### config.mk
export PLATFORM = sky130hd
export DESIGN_NAME = bcd_disp_feeder
export DESIGN_NICKNAME = d
export VERILOG_FILES = /design/src/rtl/seg_disp_pkg.sv /design/src/rtl/bcd_dd_step.sv /design/src/rtl/bcd_disp_feeder.sv
export SDC_FILE = /design/constraint.sdc
export NUM_CORES = 1
export LEC_CHECK = 0
export CAP_MARGIN = 10
export CORE_MARGIN = 4
export CORE_UTILIZATION = 55
export CTS_CLUSTER_SIZE = 16
export DETAILED_ROUTE_END_ITERATION = 6
export GPL_ROUTABILITY_DRIVEN = 0
export GPL_TIMING_DRIVEN = 0
export PLACE_DENSITY = 0.79
export SLEW_MARGIN = 30
export SYNTH_ARGS = -nofsm -noshare
export SYNTH_HDL_FRONTEND = slang
export SYNTH_SLANG_ARGS = --single-unit
export TNS_END_PERCENT = 20
### constraint.sdc
create_clock -name clk -period 7.1 [get_ports clk]
set_clock_uncertainty 0.1 [all_clocks]
set_input_delay 1.42 -clock clk [delete_from_list [all_inputs] [get_ports clk]]
set_output_delay 1.42 -clock clk [all_outputs]
set_load 0.05 [all_outputs]
### src/rtl/seg_disp_pkg.sv
// Shared types and constants for the seven-segment display feeder.
package seg_disp_pkg;

    // Number of packed BCD digits presented to the driver
    localparam int DIGITS = 8;

    // Width of the binary display value
    localparam int unsigned BIN_W = 27;

    // Largest value representable in DIGITS decimal digits
    localparam logic [31:0] MAX_DEC = 32'd99_999_999;

    // Shown instead of the BCD result when saturation is enabled
    localparam logic [31:0] SAT_PATTERN = 32'h9999_9999;

    typedef enum logic [1:0] {
        StIdle,
        StConv,
        StHold
    } state_e;

endpackage

### src/rtl/bcd_dd_step.sv
// One double-dabble step: add 3 to every BCD nibble >= 5, then shift left by
// one bit with carry_in entering at bit 0.
module bcd_dd_step
    import seg_disp_pkg::*;
(
    input  logic [31:0] bcd_in,
    input  logic        carry_in,
    output logic [31:0] bcd_out
);

    logic [31:0] adj;
    logic        unused_msb;

    // Per-nibble add-3 correction ahead of the shift
    always_comb begin
        adj = bcd_in;
        for (int i = 0; i < DIGITS; i++) begin
            if (bcd_in[4*i +: 4] >= 4'd5) begin
                adj[4*i +: 4] = bcd_in[4*i +: 4] + 4'd3;
            end
        end
    end

    // The bit shifted out of digit 7 only matters for out-of-range values,
    // which are replaced downstream anyway.
    assign unused_msb = adj[31];
    assign bcd_out    = {adj[30:0], carry_in};

endmodule

### src/rtl/bcd_disp_feeder.sv
// Binary-to-BCD feeder for the serial 8-digit seven-segment driver.
// Converts one bit per clock, then holds num/start for HOLD_CYCLES so the
// driver latches it. One request arriving mid-refresh is queued (latest wins).
// Build option: define BCD_SAT_EN to show 99999999 for out-of-range values;
// otherwise out-of-range values are shown as raw zero-extended hex.
module bcd_disp_feeder
    import seg_disp_pkg::*;
#(
    parameter int unsigned HOLD_CYCLES = 72,
    parameter int unsigned BIN_W       = 27
) (
    input  logic             clk,
    input  logic             rstn,
    input  logic [BIN_W-1:0] value,
    input  logic             value_valid,
    output logic [31:0]      num,
    output logic             start,
    output logic             busy,
    output logic             ovf
);

    localparam int unsigned HW = $clog2(HOLD_CYCLES);

    state_e           state_q, state_d;
    logic [BIN_W-1:0] bin_q, bin_d;
    logic [BIN_W-1:0] val_q, val_d;
    logic [31:0]      bcd_q, bcd_d;
    logic [4:0]       step_q, step_d;
    logic [HW-1:0]    hold_q, hold_d;
    logic             pend_q, pend_d;
    logic [BIN_W-1:0] pend_val_q, pend_val_d;
    logic [31:0]      num_q, num_d;
    logic             start_q, start_d;
    logic             ovf_q, ovf_d;
    logic             busy_q;

    logic [31:0]      bcd_next;
    logic             out_of_range;
    logic [31:0]      raw_hex;

    bcd_dd_step u_step (
        .bcd_in   (bcd_q),
        .carry_in (bin_q[BIN_W-1]),
        .bcd_out  (bcd_next)
    );

    assign raw_hex      = {{(32 - BIN_W){1'b0}}, val_q};
    assign out_of_range = raw_hex > MAX_DEC;

    // Next-state, datapath and output-register decode
    always_comb begin
        state_d    = state_q;
        bin_d      = bin_q;
        val_d      = val_q;
        bcd_d      = bcd_q;
        step_d     = step_q;
        hold_d     = hold_q;
        pend_d     = pend_q;
        pend_val_d = pend_val_q;
        num_d      = num_q;
        start_d    = start_q;
        ovf_d      = ovf_q;

        unique case (state_q)
            StIdle: begin
                if (value_valid) begin
                    bin_d   = value;
                    val_d   = value;
                    bcd_d   = '0;
                    step_d  = '0;
                    state_d = StConv;
                end
            end

            StConv: begin
                if (value_valid) begin
                    pend_d     = 1'b1;
                    pend_val_d = value;
                end
                if (step_q == 5'(BIN_W)) begin
                    // All bits consumed: publish result and start the hold
`ifdef BCD_SAT_EN
                    num_d = out_of_range ? SAT_PATTERN : bcd_q;
`else
                    num_d = out_of_range ? raw_hex : bcd_q;
`endif
                    ovf_d   = out_of_range;
                    start_d = 1'b1;
                    hold_d  = '0;
                    state_d = StHold;
                end else begin
                    bcd_d  = bcd_next;
                    bin_d  = {bin_q[BIN_W-2:0], 1'b0};
                    step_d = step_q + 5'd1;
                end
            end

            StHold: begin
                if (hold_q == HW'(HOLD_CYCLES - 1)) begin
                    start_d = 1'b0;
                    // A request on this very edge is newer than any queued one
                    if (value_valid) begin
                        bin_d   = value;
                        val_d   = value;
                        bcd_d   = '0;
                        step_d  = '0;
                        pend_d  = 1'b0;
                        state_d = StConv;
                    end else if (pend_q) begin
                        bin_d   = pend_val_q;
                        val_d   = pend_val_q;
                        bcd_d   = '0;
                        step_d  = '0;
                        pend_d  = 1'b0;
                        state_d = StConv;
                    end else begin
                        state_d = StIdle;
                    end
                end else begin
                    hold_d = hold_q + HW'(1);
                    if (value_valid) begin
                        pend_d     = 1'b1;
                        pend_val_d = value;
                    end
                end
            end

            default: begin
                state_d = StIdle;
                start_d = 1'b0;
            end
        endcase
    end

    // State and datapath registers
    always_ff @(posedge clk or negedge rstn) begin
        if (!rstn) begin
            state_q    <= StIdle;
            bin_q      <= '0;
            val_q      <= '0;
            bcd_q      <= '0;
            step_q     <= '0;
            hold_q     <= '0;
            pend_q     <= 1'b0;
            pend_val_q <= '0;
            num_q      <= '0;
            start_q    <= 1'b0;
            ovf_q      <= 1'b0;
            busy_q     <= 1'b0;
        end else begin
            state_q    <= state_d;
            bin_q      <= bin_d;
            val_q      <= val_d;
            bcd_q      <= bcd_d;
            step_q     <= step_d;
            hold_q     <= hold_d;
            pend_q     <= pend_d;
            pend_val_q <= pend_val_d;
            num_q      <= num_d;
            start_q    <= start_d;
            ovf_q      <= ovf_d;
            busy_q     <= (state_d != StIdle);
        end
    end

    assign num   = num_q;
    assign start = start_q;
    assign ovf   = ovf_q;
    assign busy  = busy_q;

endmodule

-- Yosys cells after proc, flatten, opt, wreduce, memory -nomap -nowiden
Index checks and enable logic that the tools add are counted.
- bits in registers: 163
- input bits: 30
- logic and storage cells: 99
- bitwise gates (word level): 1
- add/subtract/negate cells: 10
- magnitude comparators: 9
- reduce and logical (&&, ||, !) cells: 11
- mux-type cells: 46
- equality and inequality tests: 10
- operators by type and width (operator ; number):
    two-way mux 32 bit ; 6
    two-way mux 27 bit ; 7
    one-hot mux 27 bit (2 select lines) ; 2
    one-hot mux 32 bit (3 select lines) ; 1
    one-hot mux 27 bit (3 select lines) ; 1
    greater-or-equal comparator 4 x 3 -> 1 bit (second input constant) ; 8
    adder 4 x 2 -> 4 bit (second input constant) ; 7
    two-way mux 4 bit ; 7
    > comparator 27 bit (second input constant) ; 1
    two-way mux 5 bit ; 5
    one-hot mux 5 bit (3 select lines) ; 1
    two-way mux 7 bit ; 2
    one-hot mux 7 bit (2 select lines) ; 1
    != test 2 bit (second input constant) ; 5
    adder 7 x 1 -> 7 bit (second input constant) ; 1
    == test 7 bit (second input constant) ; 1
    two-way mux 1 bit ; 6
    two-way mux 2 bit ; 3
    one-hot mux 2 bit (3 select lines) ; 1
    AND reduction 3 bit ; 2
    nonzero test 2 bit ; 3
    adder 5 x 1 -> 5 bit (second input constant) ; 1
    == test 5 bit (second input constant) ; 1
    AND reduction 5 bit ; 1
    12 further kinds ; 13

-- Longest topological paths before layout
Gate-level depths: netlist of the first run.
- word-level depth: 5
- mapped depth: 12

-- Hierarchy
Synthesis of the first run repeated with hierarchy kept, for this count alone.
- cell total of the unflattened synthesis: 938
- area, all modules: 8690.8 um^2
- by module, submodules not included (module ; cells an instance ; sequential area each (um^2) ; instances ; area each (um^2)):
    bcd_disp_feeder ; 813 ; 4078.9 ; 1 ; 7892.6
    bcd_dd_step ; 125 ; 0.0 ; 1 ; 798.3

-- Worst setup path after synthesis of the first run
OpenSTA, ideal clock, no wires.
- path type: input to register
- start: input value_valid
- end: register val_q[10]
- slack: 4.090 ns
- stages on the path: 6
- library setup time: 0.126 ns
- arrival time: 2.784 ns
- data required time: 6.874 ns
- cells stage by stage: clkbuf_1 -> nand2b_1 -> buf_2 -> clkbuf_1 -> mux2i_1 -> a21oi_1
- longest elaborated chain between the ends: 3
- RTL lines (what ; line ; text):
    start, declared ; bcd_disp_feeder.sv:15 ; input logic value_valid,
    two-way mux 27 bit ; bcd_disp_feeder.sv:102 ; if (value_valid) begin
    two-way mux 27 bit ; bcd_disp_feeder.sv:99 ; if (hold_q == HW'(HOLD_CYCLES - 1)) begin
    one-hot mux 27 bit (2 select lines) ; bcd_disp_feeder.sv:64 ; unique case (state_q)
    end signal, assigned ; bcd_disp_feeder.sv:153 ; val_q <= val_d;
    end, declared ; bcd_disp_feeder.sv:26 ; logic [BIN_W-1:0] val_q, val_d;
Several ways; a longest one is shown, not always the timed one. The select of a mux whose other input is x is not followed.
A chain may end at the register's enable or synchronous reset.

-- Final worst setup path of the first run
- start: input value_valid
- end: register val_q[17]
The elaborated chain is that of the path after synthesis.

==> results.py, run 1 <==
metrics = {
    "drt": {
        "routedLengthMet1_um": 9660,
        "highest_layer": "met4",
        "met2_wirelength_um": 10800,
        "routed-via-count": 7156,
        "dr_wl_met3_um": 1470,
        "route.detailed.drc": 0,
        "route.final.wire_length_um": 22300,
        "average_via_count_per_standard_cell": 6.18,
        "drt-pass1-iter-count": 6,
        "post_detailed_route_wirelength_per_cell_um": 19.3,
        "ant_nets": 0,
        "first_iter_violations": 701,
    },
    "yosys": {
        "netlist.area_leader.share": 0.480,
        "ys_seq_elements": 163,
        "synthCells": 873,
        "synth_edf_count": 0,
        "synth_warnings": 0,
        "ys.flop_type": "dfrtp_1",
        "synth_top_cell_by_area": "dfrtp_1",
        "synthesis.area_sq_um": 8490,
        "synth_most_common_cell": "dfrtp_1",
        "avgSynthCellArea_sq_um": 9.73,
        "synth.top_cells.by_count": "dfrtp_1 (163), nand2_1 (129), o21ai_0 (98)",
        "synth_sequential_area_ratio": 0.480,
        "mappedNetlistNets": 925,
        "synthArstFlopShare": 1.00,
        "synth.lib_cells_used.distinct": 47,
        "yosys-top-cells-area": "dfrtp_1 (48%), mux2_2 (7.2%), o21ai_0 (5.8%), nand2_1 (5.7%), ha_1 (3.2%)",
    },
    "setup_path": {
        "crit_path_end_kind": "flop",
        "rrSetupSlack_ns": 3.95,
        "crit_path_start": "value_valid",
        "crit_chain": "clkbuf_1 -> nand2b_1 -> buf_2 -> clkbuf_1 -> mux2i_1 -> a21oi_1",
        "crit_path_start_kind": "input pin",
        "timing.critical_path.slowest_stage_cell": "clkbuf_1",
        "timing.critical_path.depth": 6,
        "cp.buffers_inverters": 3,
        "r2r-end": "num[23]",
        "reg2regPathDepth": 9,
        "path_common_cell": "clkbuf_1",
        "rr_startpoint": "state_q[1]",
        "path_max_fanout": 10,
        "timing.critical_path.slowest_cell_delay_ns": 0.68,
        "gate_family_responsible_for_the_most_delay_along_the_worst_path": "buffers and inverters",
        "critical_path_class": "input pin to flop",
        "critical_path_arrival_ns": 3.39,
        "required_ns": 7.30,
    },
    "grt": {
        "antenna_found_initial": 0,
        "pin_count_of_the_biggest_net_entering_global_routing": 73,
        "grt_pass1_wl_um": 36500,
        "gr-total-overflow": 0,
        "first_global_vias": 6907,
        "groute.usage.overall": 0.260,
    },
    "min_path": {
        "min_to": "num[28]",
        "worst_hold_startpoint": "num[28]",
        "worst_min_delay_path_category": "flop to flop",
        "worst_hold_path.num_cells": 2,
    },
    "clock_tree": {
        "clk_latency_ns": 0.43,
        "cts-resized-gates": 0,
        "clock_tree.root_cell": "clkbuf_16",
        "clk_path_buf_depth": 2,
        "cts_tree": "yes",
        "cts_post_setup_buffers_inserted": 0,
        "postCtsHoldBufs": 0,
        "clk_pin_slew_worst_paths_ns": 0.06,
        "h-tree-depth": 4,
        "cts_sinks": 163,
        "cts-buffers-inserted": 17,
    },
    "floorplanning": {
        "design.die.area_sq_um": 17500,
        "die_w_um": 132,
        "chipHeight_um": 132,
        "initial_core_util": 0.561,
        "core_area_sq_um": 15100,
        "row_count": 45,
        "io_pins": 65,
    },
    "power": {
        "total_leakage_power_nw": 4.45,
        "power.density_nw_per_um2": 197,
        "worst_vdd_drop_mv": 0.180,
    },
    "sta": {
        "final_hold_viol_count": 0,
        "timing.final.setup_violations": 0,
        "maxSlewHeadroom": 0.434,
        "fin_worst_hold_slack_ns": 0.381,
        "grt_setup_unrepaired": "false",
        "setup_total_negative_slack_ns": 0,
        "finalCriticalPeriod_ns": 3.19,
        "worstMarginPinSlew_ns": 0.848,
        "timing_max_transition_violations_final": 0,
        "timing.final.crit_share": 0.449,
        "fmax_mhz": 314,
    },
    "placement": {
        "dp_hpwl_um": 15300,
        "dp.cells": 1126,
        "port_buffers": 63,
    },
    "job": {
        "maxCapViolations": 0,
    },
    "cells_and_area": {
        "layout_overhead_on_the_synthesized_area_pct": 17.3,
        "antennaDiodeCount": 0,
        "post_route_cells_drive_above_1_share": 0.133,
        "design.final.nets": 1009,
        "layoutNonFillerInstCount": 1157,
        "final_core_util": 0.658,
        "final.fill_count": 1211,
    },
    "run_status": {
        "status": "complete, no violations",
    },
}
[cells in the final DEF, fill, tap and decap left out, types with 26 or more instances in the layout]
cell type,instances
nand2_1,129
dfrtp_1,163
a22oi_1,26
a21oi_1,46
mux2_2,54
clkbuf_1,38
o21ai_0,98
nor2_1,54
mux2i_1,27
clkdlybuf4s50_1,62
[cell type report]
| cell class | count | area, sq um | area share |
|---|---|---|---|
| clock inverters | 9 | 81.3 | 0.00816 |
| plain buffers | 60 | 253 | 0.0254 |
| clock buffers | 22 | 464 | 0.0466 |
| repair buffers | 65 | 691 | 0.0693 |
| flip-flops and latches | 163 | 4080 | 0.409 |
| multi-input cells | 627 | 4080 | 0.409 |
| well taps | 188 | 235 | 0.0236 |
| inverters | 23 | 86.3 | 0.00866 |
[worst max path at each step]
| stage | slack (ns) | to |
|---|---|---|
| final | 3.91 | val_q[17] |
| after global routing | 3.82 | num[23] |
| after CTS | 3.95 | num[8] |
| after detailed placement | 3.53 | val_q[12] |
| after global placement | -2.13 | hold_q[3] |
| after floorplan | 4.09 | val_q[10] |
[registers in the layout, summed over array words and instances (netlist names)]
name	cells
bcd_q	32
num	32
bin_q	27
pend_val_q	27
val_q	27
hold_q	7
step_q	5
state_q	2
busy	1
ovf	1
pend_q	1
start	1
[report_power, final]
part	total, mW	internal, mW	switching (mW)
Combinational	0.133	0.0656	0.0677
Sequential	0.956	0.944	0.0115
Clock	0.872	0.497	0.374
[layer usage]
metal | global-route usage | vias to the layer above
met5 | 0 | -
met4 | 0.0785 | 0
met3 | 0.0508 | 37
met2 | 0.419 | 321
met1 | 0.360 | 3526
li1 | - | 3272
[per-stage QoR]
stage	worst slack (ns)	cell area, sq um	total power [mW]
final	3.91	9970	1.96
after global routing	3.82	9970	2.02
after CTS	3.95	9970	1.97
after detailed placement	3.53	9420	1.10
after global placement	-2.13	9360	1.10
after floorplan	4.09	8490	1.04
[tightest hold or removal path, delay by kind of cell (launching register included)]
family,cells,cell delay [ns]
DFF,1,0.34
and+or+nand+nor,1,0.05
AOI/OAI and AO/OA,1,0.06
[logic make-up after synthesis]
kind of cell / Yosys count / synth area share
multiplexers: 81 / 0.103
buffers and inverters: 83 / 0.0399
AND/OR/NAND/NOR: 252 / 0.131
adder cells (fa/ha/maj): 22 / 0.0324
AO/OA/AOI/OAI: 252 / 0.193
flip-flops: 163 / 0.480
XOR/XNOR: 20 / 0.0206
(Power assumes the default switching activity.)
==> inputs of run 2 (changes only) <==
--- a/config.mk
+++ b/config.mk
@@ -7,7 +7,7 @@
 export LEC_CHECK = 0
 export CAP_MARGIN = 10
 export CORE_MARGIN = 4
-export CORE_UTILIZATION = 55
+export CORE_UTILIZATION = 53
 export CTS_CLUSTER_SIZE = 16
 export DETAILED_ROUTE_END_ITERATION = 6
 export GPL_ROUTABILITY_DRIVEN = 0
==> constraint.sdc (replaced) <==
create_clock -name clk -period 2.6 [get_ports clk]
set_clock_uncertainty 0.1 [all_clocks]
set_input_delay 0.52 -clock clk [delete_from_list [all_inputs] [get_ports clk]]
set_output_delay 0.52 -clock clk [all_outputs]
set_load 0.05 [all_outputs]
==> run 2 against run 1 <==
Against the previous run:
- first-iteration DRC count increased by 9.1%
- critical path depth increased by 3
- via count decreased by 0.63%
- cell count increased by 2.4%
- register-to-register slack got worse by 3.8 ns
- non-clock buffer count decreased by 1
- utilization decreased by 1.7 points
- sequential power increased to 2.7 times the previous value
- power increased to 2.9 times the previous value
- worst setup slack got worse by 3.8 ns
- largest power group is now clock
- wire length increased by 0.99%
==> results.py, run 2 (synthesis results as in run 1) <==
metrics = {
    "drt": {
        "first_iter_violations": 765,
        "route.final.wire_length_um": 22600,
        "ant_nets": 0,
        "post_detailed_route_wirelength_per_cell_um": 19.0,
        "route.detailed.drc": 0,
        "routed-via-count": 7111,
        "drt-pass1-iter-count": 5,
        "average_via_count_per_standard_cell": 6.00,
    },
    "cells_and_area": {
        "final_cell_mix": "dfrtp_1 (163), nand2_1 (129), o21ai_0 (98)",
        "design.final.nets": 1008,
        "post_route_cells_drive_above_1_share": 0.157,
        "layout_overhead_on_the_synthesized_area_pct": 19.0,
        "layout_commonest_cell": "dfrtp_1",
        "final_core_util": 0.641,
        "antennaDiodeCount": 0,
    },
    "sta": {
        "setup_ws_ns": 0.123,
        "timing.final.crit_share": 0.953,
        "worstMarginPinSlew_ns": 0.727,
        "grt_setup_unrepaired": "false",
        "maxSlewHeadroom": 0.515,
        "timing.final.setup_violations": 0,
        "final_hold_viol_count": 0,
        "finalCriticalPeriod_ns": 2.48,
        "fmax_mhz": 404,
        "timing_max_transition_violations_final": 0,
    },
    "power": {
        "pwr-share-seq": 0.465,
        "total_leakage_power_nw": 4.53,
        "power.density_nw_per_um2": 556,
        "power_switching_mw": 1.31,
        "power.clock.fraction": 0.471,
        "worst_vdd_drop_mv": 0.482,
        "power_report.internal_total_mw": 4.30,
        "power_switching_share": 0.234,
        "p_comb_frac": 0.064,
    },
    "clock_tree": {
        "cts-buffers-inserted": 17,
        "clk_path_buf_depth": 2,
        "cts_tree": "yes",
        "cts_sinks": 163,
        "h-tree-depth": 4,
        "clk_pin_slew_worst_paths_ns": 0.07,
        "clock_tree.root_cell": "clkbuf_16",
        "clk_latency_ns": 0.44,
    },
    "setup_path": {
        "critical_path_arrival_ns": 2.69,
        "crit_path_start_kind": "flop",
        "required_ns": 2.81,
        "critical_path_class": "flop to flop",
        "crit_path_end_kind": "flop",
        "path_max_fanout": 10,
    },
    "grt": {
        "pin_count_of_the_biggest_net_entering_global_routing": 84,
        "groute.usage.overall": 0.258,
        "busiest_layer": "met2",
        "first_global_vias": 6817,
        "grtUsageMet1": 0.359,
        "antenna_found_initial": 0,
        "grt_pass1_wl_um": 36700,
        "gr-usage-met2": 0.411,
        "grt_use_met3": 0.0607,
        "gr-total-overflow": 0,
    },
    "floorplanning": {
        "design.die.area_sq_um": 18100,
        "initial_core_util": 0.539,
        "core_area_sq_um": 15800,
        "chipHeight_um": 135,
        "die_w_um": 135,
        "row_count": 46,
        "io_pins": 65,
    },
    "run_status": {
        "status": "complete, no violations",
    },
    "placement": {
        "worst_slack_at_placement_ns": -0.507,
        "dp_hpwl_um": 15200,
        "port_buffers": 63,
    },
    "job": {
        "maxCapViolations": 0,
    },
    "min_path": {
        "worst_min_delay_path_category": "flop to flop",
    },
}
run 2: layout make-up:
type	count	area, sq um
repair buffers	66	681
flip-flops and latches	163	4080
fillers	1313	5660
clock inverters	14	178
clock buffers	18	439
multi-input cells	627	4100
plain buffers	58	280
inverters	23	86.3
well taps	216	270
run 2: worst paths after layout:
path                                 from  slack [ns]  depth (start not counted)         to
worst max-delay path            hold_q[3]        0.12                          9  bin_q[25]
worst min-delay path              num[31]        0.38                          2    num[31]
worst max register to register  hold_q[3]        0.12                          9  bin_q[25]
worst min register to register    num[31]        0.38                          2    num[31]
max in group asynchronous            rstn        1.02                          3     pend_q
min in group asynchronous            rstn        0.55                          2    num[18]
run 2: worst max-delay path: stages, from the launching register on:
cell	delay, ns
dfrtp_1	0.41
or4b_1	0.51
buf_2	0.18
o21ai_4	0.17
o2111ai_2	0.19
buf_6	0.19
buf_4	0.20
buf_4	0.21
nand2_1	0.10
o21ai_0	0.09
run 2: routing by layer:
metal,up-vias,share of wire
met4,0,0.014
met1,3541,0.44
li1,3269,-
met3,32,0.074
met2,269,0.48
met5,-,0
run 2: through the flow:
| stage | setup TNS, ns | cell area [sq um] | instances | hold WS [ns] | total power, mW |
|---|---|---|---|---|---|
| 2_1_floorplan | 0 | 8490 | 873 | 0.124 | 2.84 |
| 5_1_grt | 0 | 10100 | 1185 | 0.410 | 5.81 |
| 3_3_place_gp | -963.44 | 9400 | 1152 | 0.363 | 3.00 |
| 4_1_cts | 0 | 10100 | 1185 | 0.384 | 5.64 |
| 6_report | 0 | 10100 | 1185 | 0.381 | 5.62 |
| 3_5_place_dp | -30.80 | 9430 | 1153 | 0.370 | 3.01 |
run 2: what timing repair did:
item / in CTS / in global routing
endpoints found under the setup margin: 122 / 129
endpoints found under the hold margin: 16 / 0
buffers inserted: 1 / 0
pin swaps: 1 / 0
resized for setup: 14 / 25
hold buffers: 1 / 0
run 2: power by group through the flow:
| stage | combinational, mW | clock, mW | sequential (mW) |
|---|---|---|---|
| floorplan | 0.196 | 0 | 2.65 |
| global placement | 0.341 | 0 | 2.66 |
| detailed placement | 0.354 | 0 | 2.66 |
| CTS | 0.361 | 2.67 | 2.61 |
| global route | 0.399 | 2.80 | 2.61 |
| finish | 0.360 | 2.65 | 2.61 |
==> inputs of run 3 (changes only) <==
--- a/config.mk
+++ b/config.mk
@@ -13,7 +13,7 @@
 export GPL_ROUTABILITY_DRIVEN = 0
 export GPL_TIMING_DRIVEN = 0
 export PLACE_DENSITY = 0.79
-export SLEW_MARGIN = 30
+export SLEW_MARGIN = 15
 export SYNTH_ARGS = -nofsm -noshare
 export SYNTH_HDL_FRONTEND = slang
 export SYNTH_SLANG_ARGS = --single-unit
==> results of run 3 <==
Final layout, timing and power as in run 2 (identical DEF).
